`config.mk`:
```
export PLATFORM = sky130hd
export DESIGN_NAME = spi_tx
export DESIGN_NICKNAME = d
export VERILOG_FILES = /design/src/rtl/spi_tx.sv
export SDC_FILE = /design/constraint.sdc
export NUM_CORES = 1
export LEC_CHECK = 0
export CAP_MARGIN = 20
export CORE_MARGIN = 10
export CORE_UTILIZATION = 35
export CTS_CLUSTER_SIZE = 20
export DETAILED_ROUTE_END_ITERATION = 8
export GPL_ROUTABILITY_DRIVEN = 0
export SETUP_SLACK_MARGIN = 0.05
export SLEW_MARGIN = 20
export SYNTH_ARGS = -nofsm -noshare
export SYNTH_HDL_FRONTEND = slang
export SYNTH_SLANG_ARGS = --single-unit
```
`constraint.sdc`:
```
create_clock -name clk_in -period 2 [get_ports clk_in]
set_input_delay 0.6 -clock clk_in [delete_from_list [all_inputs] [get_ports clk_in]]
set_output_delay 0.6 -clock clk_in [all_outputs]
set_load 0.03 [all_outputs]
```
`src/rtl/spi_tx.sv`:
```
// SPI controller transmitter: frames each word with an active-low chip select and shifts it MSB first on DCLK.
// Define SPI_TX_BURST_EN to let back-to-back words stream under one chip select.
module spi_tx #(
    parameter int DATA_WIDTH      = 8,
    parameter int DATA_CLK_PERIOD = 100
) (
    input  logic                  clk_in,
    input  logic                  rst_n_in,
    input  logic [DATA_WIDTH-1:0] data_in,
    input  logic                  valid_in,
    output logic                  ready_out,
    output logic                  done_out,
    output logic                  chip_sel_out,
    output logic                  chip_clk_out,
    output logic                  chip_data_out
);

    localparam int H  = DATA_CLK_PERIOD / 2;
    localparam int HW = $clog2(H) + 1;
    localparam int BW = $clog2(DATA_WIDTH) + 1;

    localparam logic [2:0] S_IDLE  = 3'd0;
    localparam logic [2:0] S_SETUP = 3'd1;
    localparam logic [2:0] S_SHIFT = 3'd2;
    localparam logic [2:0] S_HOLD  = 3'd3;
    localparam logic [2:0] S_GAP   = 3'd4;

    logic [2:0]            state;
    logic [HW-1:0]         hcnt;
    logic [BW-1:0]         bitcnt;
    logic                  phase_hi;
    logic [DATA_WIDTH-1:0] sreg;
    logic                  hcnt_last;
    logic                  bit_last;
    logic                  accept;

    assign hcnt_last = (hcnt == HW'(H - 1));
    assign bit_last  = (bitcnt == BW'(DATA_WIDTH - 1));

`ifdef SPI_TX_BURST_EN
    // Also ready in the final low cycle of the last bit so the next word follows without a gap.
    assign ready_out = (state == S_IDLE) ||
                       (state == S_SHIFT && !phase_hi && bit_last && hcnt_last);
`else
    assign ready_out = (state == S_IDLE);
`endif

    assign accept = valid_in && ready_out;

    always_ff @(posedge clk_in) begin
        if (!rst_n_in) begin
            state         <= S_IDLE;
            hcnt          <= '0;
            bitcnt        <= '0;
            phase_hi      <= 1'b0;
            sreg          <= '0;
            done_out      <= 1'b0;
            chip_sel_out  <= 1'b1;
            chip_clk_out  <= 1'b0;
            chip_data_out <= 1'b0;
        end else begin
            done_out <= 1'b0;
            case (state)
                S_IDLE: begin
                    hcnt <= '0;
                    if (accept) begin
                        sreg          <= data_in;
                        chip_sel_out  <= 1'b0;
                        chip_data_out <= data_in[DATA_WIDTH-1];
                        state         <= S_SETUP;
                    end
                end
                S_SETUP: begin
                    if (hcnt_last) begin
                        hcnt          <= '0;
                        bitcnt        <= '0;
                        phase_hi      <= 1'b1;
                        chip_clk_out  <= 1'b1;
                        chip_data_out <= sreg[DATA_WIDTH-1];
                        sreg          <= sreg << 1;
                        state         <= S_SHIFT;
                    end else begin
                        hcnt <= hcnt + 1'b1;
                    end
                end
                S_SHIFT: begin
                    if (!hcnt_last) begin
                        hcnt <= hcnt + 1'b1;
                    end else begin
                        hcnt <= '0;
                        if (phase_hi) begin
                            phase_hi     <= 1'b0;
                            chip_clk_out <= 1'b0;
                        end else if (!bit_last) begin
                            bitcnt        <= bitcnt + 1'b1;
                            phase_hi      <= 1'b1;
                            chip_clk_out  <= 1'b1;
                            chip_data_out <= sreg[DATA_WIDTH-1];
                            sreg          <= sreg << 1;
                        end else if (accept) begin
                            // Burst continuation: new word's MSB goes out on this rising edge.
                            bitcnt        <= '0;
                            phase_hi      <= 1'b1;
                            chip_clk_out  <= 1'b1;
                            chip_data_out <= data_in[DATA_WIDTH-1];
                            sreg          <= data_in << 1;
                            done_out      <= 1'b1;
                        end else begin
                            state <= S_HOLD;
                        end
                    end
                end
                S_HOLD: begin
                    if (hcnt_last) begin
                        hcnt         <= '0;
                        chip_sel_out <= 1'b1;
                        done_out     <= 1'b1;
                        state        <= S_GAP;
                    end else begin
                        hcnt <= hcnt + 1'b1;
                    end
                end
                S_GAP: begin
                    if (hcnt_last) begin
                        hcnt  <= '0;
                        state <= S_IDLE;
                    end else begin
                        hcnt <= hcnt + 1'b1;
                    end
                end
                default: begin
                    state <= S_IDLE;
                    hcnt  <= '0;
                end
            endcase
        end
    end

endmodule
```
==> flow_metrics.py <==
metrics = {
    "logic_synthesis": {
        "syn_nets": 169,
        "synth_top_flop_cell": "dfxtp_1",
        "yosysTopAreaCell": "dfxtp_1",
        "syn_inst": 155,
        "synth_common_cells": "27 x dfxtp_1, 16 x nand2_1, 14 x nor2_1",
        "yosys_warnings": 0,
        "synth_top_area_share_pct": 39.2,
        "synth-edff-count": 0,
        "synth_most_common_cell": "dfxtp_1",
        "netlist_area_um2": 1380,
        "seq_area_frac_synth_pct": 39.2,
        "synth-async-reset-ratio_pct": 0,
        "synth_cell_types": 48,
        "ys_ff_latch": 27,
        "avgSynthCellArea_um2": 8.90,
        "synthTopCellsByArea": "dfxtp_1 39%, a222oi_1 5.1%, nand2_1 4.4%, nor2_1 3.8%, nand3_1 3.6%",
    },
    "pwr": {
        "p_per_area_nw_per_um2": 616,
        "total_power_w": 0.00103,
        "power.share.clock_pct": 31.3,
        "irDropWorstVdd_mv": 0.502,
        "p_leak_nw": 0.607,
        "sequentialPowerShare_pct": 55.7,
        "p_int_w": 0.000765,
        "switching_share_pct": 25.4,
        "power_frac_comb_pct": 13.1,
        "p_sw_w": 0.000260,
    },
    "clock_tree": {
        "clkTransAtPathRegs_ns": 0.10,
        "cts_buffers": 3,
        "tritoncts": "yes",
        "post_cts_buffers": 0,
        "cts.sinks": 27,
        "ctsRootBufferMaster": "clkbuf_8",
        "cts_max_level": 1,
        "clk_latency_ns": 0.27,
        "cts_hold_buf": 0,
        "cts_buffer_depth": 2,
    },
    "flow_run": {
        "drv_cap": 0,
    },
    "routing": {
        "routed_via_density": 5.64,
        "totalWireLength_mm": 3.42,
        "wl_per_cell_um": 15.4,
        "ant_nets": 0,
        "drtIter0Drc": 63,
        "vias": 1253,
        "drc_errors": 0,
        "first_pass_iters": 4,
    },
    "final_layout": {
        "multi_input_area_um2": 782,
        "antenna_cells": 0,
        "final-seq-area_um2": 542,
        "area.growth.synth_to_final_pct": 20.7,
        "layout-drive-gt1-share_pct": 14.4,
        "stdcell_count": 222,
        "fin_util_pct": 44.5,
        "final_nets": 189,
        "fillers": 403,
    },
    "die": {
        "fp-row-count": 22,
        "die_w_um": 82.8,
        "ioPinCount": 16,
        "dieHeight_um": 82.8,
        "core_area_um2": 3740,
        "initial_core_util_pct": 36.8,
        "die-area_um2": 6850,
    },
    "worst_setup_path": {
        "cp_slowest_cell": "clkdlybuf4s50_1",
        "crit_arrival_ns": 2.02,
        "path_cells": "clkdlybuf4s50_1, nor4b_1, buf_4, mux2_2, mux2i_1, o41ai_1",
        "critical-path-max-stage-delay_ns": 0.50,
        "crit_buf_inv": 2,
        "endpoint_kind": "flip-flop",
        "worstPathMaxFanout": 3,
        "critPathRequiredTime_ns": 2.16,
        "critPathKind": "in -> reg",
        "start_kind": "input pin",
        "r2r_cells": 4,
        "path_depth": 6,
        "path_delay_family": "buffers and inverters",
    },
    "hold_path": {
        "hold_class": "reg -> reg",
        "hold_depth": 2,
    },
    "timing": {
        "rsz0062_at_grt": "true",
        "final.setup_skew_ns": 0.00173,
        "whs_ns": 0.466,
        "fin_crit_ns": 1.86,
        "fmax_mhz": 539,
        "finalSetupViolations": 0,
        "fin_setup_tns_ns": 0,
        "hold_viol_final": 0,
        "slew_headroom_pct": 71.6,
        "finalCritPeriodShare_pct": 92.8,
        "finalMaxSlewViolations": 0,
        "tightestPinTransition_ns": 0.426,
    },
    "placed_design": {
        "dp_hpwl_mm": 2.56,
        "io_buffers": 15,
        "placed_cells": 218,
    },
    "global_routing": {
        "grt_start_max_net_pins": 17,
        "grt_first_pass_wirelength_mm": 5.91,
        "antenna_found_initial": 0,
        "grt_usage_pct": 10.9,
        "grt.overflow.total": 0,
        "grt_pass1_vias": 1259,
    },
    "status": {
        "outcome": "finished clean",
    },
}
cell type report:
class / count / share of cell area, %
clock buffer: 3 / 2.48
clock inverter: 1 / 0.451
inverter: 3 / 0.752
multi-input combinational: 116 / 47.0
sequential: 27 / 32.6
tap: 48 / 3.61
timing repair buffer: 24 / 13.2
power groups by stage:
stage	sequential (W)	combinational (W)	clock, W
after floorplan	0.000581	0.0000814	0
after global placement	0.000581	0.000132	0
final	0.000571	0.000134	0.000320
after global routing	0.000574	0.000147	0.000363
after CTS	0.000570	0.000135	0.000334
after detailed placement	0.000583	0.000135	0
repair_timing:
item	CTS	global route
gates resized for setup	1	3
pin swaps	0	0
setup endpoints to repair	1	7
tightest hold or removal path: stages (launching register included):
cell and delay (ns):
dfxtp_1 0.32, nand2_1 0.05, mux2i_1 0.05
placed cells by master, fill, tap and decap left out, types with 2 or more instances in the layout:
cell / netlist / layout
a21oi_1: 4 / 4
a222oi_1: 7 / 7
buf_4: 0 / 10
clkbuf_8: 0 / 3
clkdlybuf4s50_1: 0 / 11
dfxtp_1: 27 / 26
dlymetal6s2s_1: 0 / 2
ha_1: 3 / 3
inv_1: 2 / 2
mux2i_1: 2 / 2
nand2_1: 16 / 16
nand2b_1: 2 / 2
nand3_1: 10 / 10
nand3b_1: 2 / 2
nand4_1: 4 / 4
nor2_1: 14 / 14
nor3_1: 5 / 5
nor4b_1: 2 / 2
o21ai_0: 2 / 2
o21ai_1: 3 / 3
o22ai_1: 7 / 7
xnor2_1: 4 / 4
xor2_1: 5 / 5
cell families (layout without fill, tap and decap cells):
| family | after synthesis | in the layout | synth area share (%) |
|---|---|---|---|
| and+or+nand+nor | 68 | 68 | 27.8 |
| AOI/OAI and AO/OA | 33 | 33 | 18.2 |
| DFF | 27 | 27 | 39.2 |
| buffers and inverters | 12 | 31 | 4.08 |
| xor gates and xnor gates | 9 | 9 | 5.72 |
| adders and majority gates | 3 | 3 | 2.72 |
| muxes | 3 | 3 | 2.27 |
through the flow:
step | area, um^2 | worst slack, ns
after CTS | 1660 | 0.0576
after global routing | 1660 | 0.0494
after floorplan | 1380 | 0.114
after detailed placement | 1610 | -0.136
final | 1660 | 0.145
after global placement | 1610 | -0.131
routing by layer:
| metal | vias to the layer above | wire length (um) | GRT usage (%) | part of all wire (%) |
|---|---|---|---|---|
| met5 | - | 0 | 0 | 0 |
| met4 | 0 | 29 | 3.51 | 0.85 |
| met3 | 2 | 130 | 3.13 | 3.8 |
| met2 | 23 | 1810 | 18.7 | 53 |
| met1 | 607 | 1440 | 12.6 | 42 |
| li1 | 621 | - | - | - |
registers in the layout, summed over array words and instances (netlist names):
signal,cells
chip_clk_out,1
chip_data_out,1
chip_sel_out,1
phase_hi,1
hcnt,7
sreg,8
state,3
bitcnt,4
done_out,1
final timing paths:
kind | start | endpoint | slack, ns
setup reg to reg | state[1] | chip_data_out | 0.19
setup / recovery | valid_in | chip_data_out | 0.14
hold / removal | sreg[0] | sreg[0] | 0.47
hold reg to reg | sreg[0] | sreg[0] | 0.47
No activity file was read; power rests on OpenSTA's default activity.
==> variant 1: new RTL, config.mk and constraints unchanged <==
The parameter `DATA_WIDTH` goes from 8 to 32.
--- a/src/rtl/spi_tx.sv
+++ b/src/rtl/spi_tx.sv
@@ -3,3 +3,3 @@
 module spi_tx #(
-    parameter int DATA_WIDTH      = 8,
+    parameter int DATA_WIDTH      = 32,
     parameter int DATA_CLK_PERIOD = 100
Interface: changed (resized data_in); port bits go from 16 to 40. No check against the original RTL was run, so the function may have changed too.
==> variant 1 against the unedited design <==
Worst hold slack got worse by 0.025 ns; area after synthesis increased by 91%; synthesized cell count increased by 100%; non-clock buffer count increased by 30; design area increased by 100%; power increased by 140%; sequential cell count increased by 26; worst setup slack got worse by 0.028 ns; combinational power increased to 3.0 times the old value; core utilization increased by 1.4 points; sequential share of layout area decreased by 0.68 points; cell count increased by 99%; routed wire length increased by 92%; critical endpoint is now done_out; largest cell class unchanged.
==> variant 1: results <==
group,metric,value,unit
layout,nMultiInputCombCells,224,
yosys,yosys-top-cells-count,"dfxtp_1 (53), nand2_1 (44), nand3_1 (39)",
layout,buf_share,0.169,
global_routing,grt_pass1_wl,11000,microns
layout,clkbuf_count,5,
drt,vias,2374,
layout,n_all_buffers,54,
power_and_ir_drop,ir_worst_vdd,0.000314,V
layout,clock_area_frac,0.0401,
floorplanning,die_x,107,microns
layout,nNetsFinal,380,
run_status,outcome,"completed",
place,place_area,0.00314,sq mm
yosys,synthDistinctLibCells,39,
worst_setup_path,r2r_cells,9,
worst_setup_path,cpPeakStageDelay,0.67,ns
place,preCtsSetupSlack,-0.0715,ns
layout,top_regs,"sreg x32, hcnt x7, bitcnt x6",
sta,worstMarginPinSlew,0.458,ns
yosys,synth_seq_cells,53,
global_routing,track_usage,0.113,
yosys,synth_nets,348,
layout,sh_seq_area,0.319,
worst_setup_path,path_max_fanout,1,
yosys,synth.area.top_cells,"dfxtp_1 (40%), o211a_1 (12%), nand4_1 (7.6%)",
clock_network,cts_max_level,2,
sta,finClkSkew,0.00558,ns
layout,multi_input_area,0.00144,sq mm
yosys,yosysSeqAreaShare,0.402,
global_routing,grt_max_degree,34,
power_and_ir_drop,p_leak,1.53,nW
drt,drt_iter0_drc,93,
==> variant 1: worst register-to-register path: stages (launching register included) <==
cell and delay, ns:
dfxtp_1 0.34, inv_1 0.05, ha_1 0.14, nor4b_4 0.27, buf_4 0.17, nand3b_1 0.09, buf_4 0.18, a211oi_1 0.26
xnor2_1 0.16, nor2_1 0.05
==> variant 1: kinds of logic (layout without fill, tap and decap cells) <==
kind of cell,after synthesis,after routing,share of synthesized area
AND/OR/NAND/NOR,153,153,0.292
flip-flops,53,53,0.402
AO/OA/AOI/OAI,52,52,0.175
buffers and inverters,33,66,0.0607
XOR/XNOR,12,12,0.0398
multiplexers,4,4,0.0156
adder cells (fa/ha/maj),3,3,0.0142
==> variant 1: what timing repair did <==
action	4_1_cts	5_1_grt
resized for setup	1	11
endpoints found under the hold margin	0	0
gates cloned	0	1
buffers inserted	0	2
endpoints found under the setup margin	1	42
pin swaps	0	2
==> variant 1: path summary, 6_finish.rpt <==
kind         startpoint   endpoint  slack, ns
max            done_out   done_out       0.12
min             hcnt[0]    hcnt[0]       0.44
max reg2reg     hcnt[1]  bitcnt[4]       0.18
min reg2reg     hcnt[0]    hcnt[0]       0.44
==> variant 1: stage by stage <==
step           hold WS [ns]  std cells
5_1_grt               0.465        442
4_1_cts               0.469        439
2_1_floorplan         0.429        310
3_5_place_dp          0.455        431
6_report              0.441        442
3_3_place_gp          0.443        431
==> variant 1: layer usage <==
layer  track usage  vias up  part of all wire
li1              -     1186                 -
met1         0.141     1152              0.48
met2         0.193       34              0.48
met3        0.0240        2             0.031
met4        0.0300        0            0.0067
met5             0        -                 0
==> variant 1: report_power, final <==
part	total (mW)	internal, mW	switching [mW]
combinational	0.400	0.207	0.193
clock	0.844	0.497	0.347
sequential	1.17	1.13	0.0416
total	2.41	1.83	0.581
==> variant 2: new RTL, same settings <==
Without the edit above. One comparison of `bitcnt` changes from == to >=.
--- a/src/rtl/spi_tx.sv
+++ b/src/rtl/spi_tx.sv
@@ -37,3 +37,3 @@
     assign hcnt_last = (hcnt == HW'(H - 1));
-    assign bit_last  = (bitcnt == BW'(DATA_WIDTH - 1));
+    assign bit_last  = (bitcnt >= BW'(DATA_WIDTH - 1));
 
Formal check against the unedited RTL: same outputs for any inputs over 10 cycles, from zero or initial values and one cycle with rst_n_in low; that may be too few to reach the edited logic, so the function may still have changed.
==> variant 2 against the unedited design <==
Design area increased by 4.4%; sequential cell count unchanged; area after synthesis decreased by 0.45%; via count decreased by 3.0%; cell count decreased by 2.7%; worst setup slack got worse by 0.034 ns; power increased by 3.1%; routed wire length decreased by 5.6%; sequential share of layout area decreased by 1.2 points; combinational power increased by 9%; core utilization increased by 2.3 points; register-to-register slack got worse by 0.03 ns.
==> variant 2: results <==
group,metric,value,unit
clock_network,cts_made_buffers,3,
layout,num-fill-cells,340,
layout,nNetsFinal,183,
global_routing,grt_pass1_vias,1158,
clock_network,path_clk_slew,0.11,ns
clock_network,root_buffer,"clkbuf_8",
place,io_buffers,15,
worst_setup_path,slowest_stage,"clkdlybuf4s50_1",
place,dpl.hpwl,2460,microns
global_routing,antenna_found_initial,0,
layout,fin_cells,216,
yosys,ys_warn_count,0,
worst_setup_path,cpPeakStageDelay,0.67,ns
place,place_area,0.00163,sq mm
clock_network,cts_max_level,1,
power_and_ir_drop,p_leak,0.653,nW
yosys,synthDistinctLibCells,48,
sta,timing.slew.headroom,0.644,
drt,wire_per_inst,14.9,microns
drt,via_per_inst,5.63,
min_path,hp-class,"reg2reg",
run_status,outcome,"completed",
place,dpl.cell_count,209,
layout,top_regs,"sreg x8, hcnt x7, bitcnt x4",
sta,finClkSkew,0.0168,ns
layout,regMostFlops,"sreg",
layout,drive_gt1_frac,0.202,
yosys,async_reset_ff_frac,0,
layout,antennaDiodeCount,0,
drt,drt_iter0_drc,105,
clock_network,clk_latency,0.29,ns
worst_setup_path,path_delay_family,"buffers and inverters",
yosys,yosysSeqAreaShare,0.394,
global_routing,track_usage,0.0965,
yosys,synth.area.top_cells,"dfxtp_1 (39%), a222oi_1 (5.1%), o2bb2ai_1 (4.5%)",
global_routing,grt_pass1_wl,5300,microns
yosys,yosys-top-cells-count,"dfxtp_1 (27), nor2_1 (10), nand2_1 (9)",
power_and_ir_drop,ir_worst_vdd,0.000311,V
yosys,netlist_instances,141,
global_routing,grt_max_degree,18,
yosys,synth_nets,155,
drt,drtPass1Iterations,4,
clock_network,clockBufferDepth,2,
worst_setup_path,path_max_fanout,2,
==> variant 2: changes by cell type after synthesis, moves of 3 or more <==
cell,delta
nand2_1,-7
nand3_1,-3
nand4_1,-3
nor2_1,-4
o22ai_1,-6
o2bb2ai_1,+7
==> variant 2: cell type report <==
type,count,area (sq um),share of cell area
Inverter,4,15.0,0.00865
Tap cell,48,60.1,0.0346
Multi-Input combinational cell,105,818,0.471
Clock inverter,1,8.76,0.00504
Clock buffer,3,41.3,0.0238
Timing Repair Buffer,28,249,0.143
Sequential cell,27,544,0.313
==> variant 2: per-stage QoR <==
stage               setup TNS (ns)  utilization  setup WS, ns  total power [mW]
CTS                              0        0.451        0.0858              1.06
floorplan                        0            -         0.119             0.662
global route                     0        0.467        0.0459              1.10
detailed placement           -1.24        0.438        -0.212             0.722
finish                           0        0.467         0.110              1.06
global placement            -0.919        0.438        -0.202             0.718
==> variant 2: final timing paths <==
path | from | end | slack, ns | depth (start not counted)
hold reg to reg | hcnt[0] | hcnt[0] | 0.46 | 1
setup / recovery | chip_clk_out | chip_clk_out | 0.11 | 1
setup reg to reg | hcnt[1] | sreg[3] | 0.16 | 7
hold / removal | hcnt[0] | hcnt[0] | 0.46 | 1
==> variant 2: cells by family (layout without fill, tap and decap cells) <==
kind of cell               count (synthesis)  count (layout)  share of synthesized area
AOI/OAI and AO/OA                         40              40                      0.257
muxes                                      5               5                     0.0374
and+or+nand+nor                           49              49                      0.202
DFF                                       27              27                      0.394
buffers and inverters                      9              36                     0.0310
xor gates and xnor gates                   8               8                     0.0510
adders and majority gates                  3               3                     0.0274
==> variant 2: routing by layer <==
layer | wire length [microns] | GRT usage
met4 | 52 | 0.0401
met2 | 1460 | 0.154
met1 | 1520 | 0.124
met3 | 194 | 0.0194
met5 | 0 | 0
==> variant 2: where the power goes <==
| part | switching, mW | total [mW] | internal, mW | leakage, nW |
|---|---|---|---|---|
| Clock | 0.192 | 0.339 | 0.147 | 0.0261 |
| Combinational | 0.0721 | 0.146 | 0.0742 | 0.407 |
| Sequential | 0.0165 | 0.572 | 0.555 | 0.220 |
| Total | 0.281 | 1.06 | 0.776 | 0.653 |
==> variant 2: what timing repair did <==
action	in CTS	in global routing
gates resized for setup	1	11
endpoints found under the setup margin	1	10
pin swaps	0	3
setup buffers	0	3
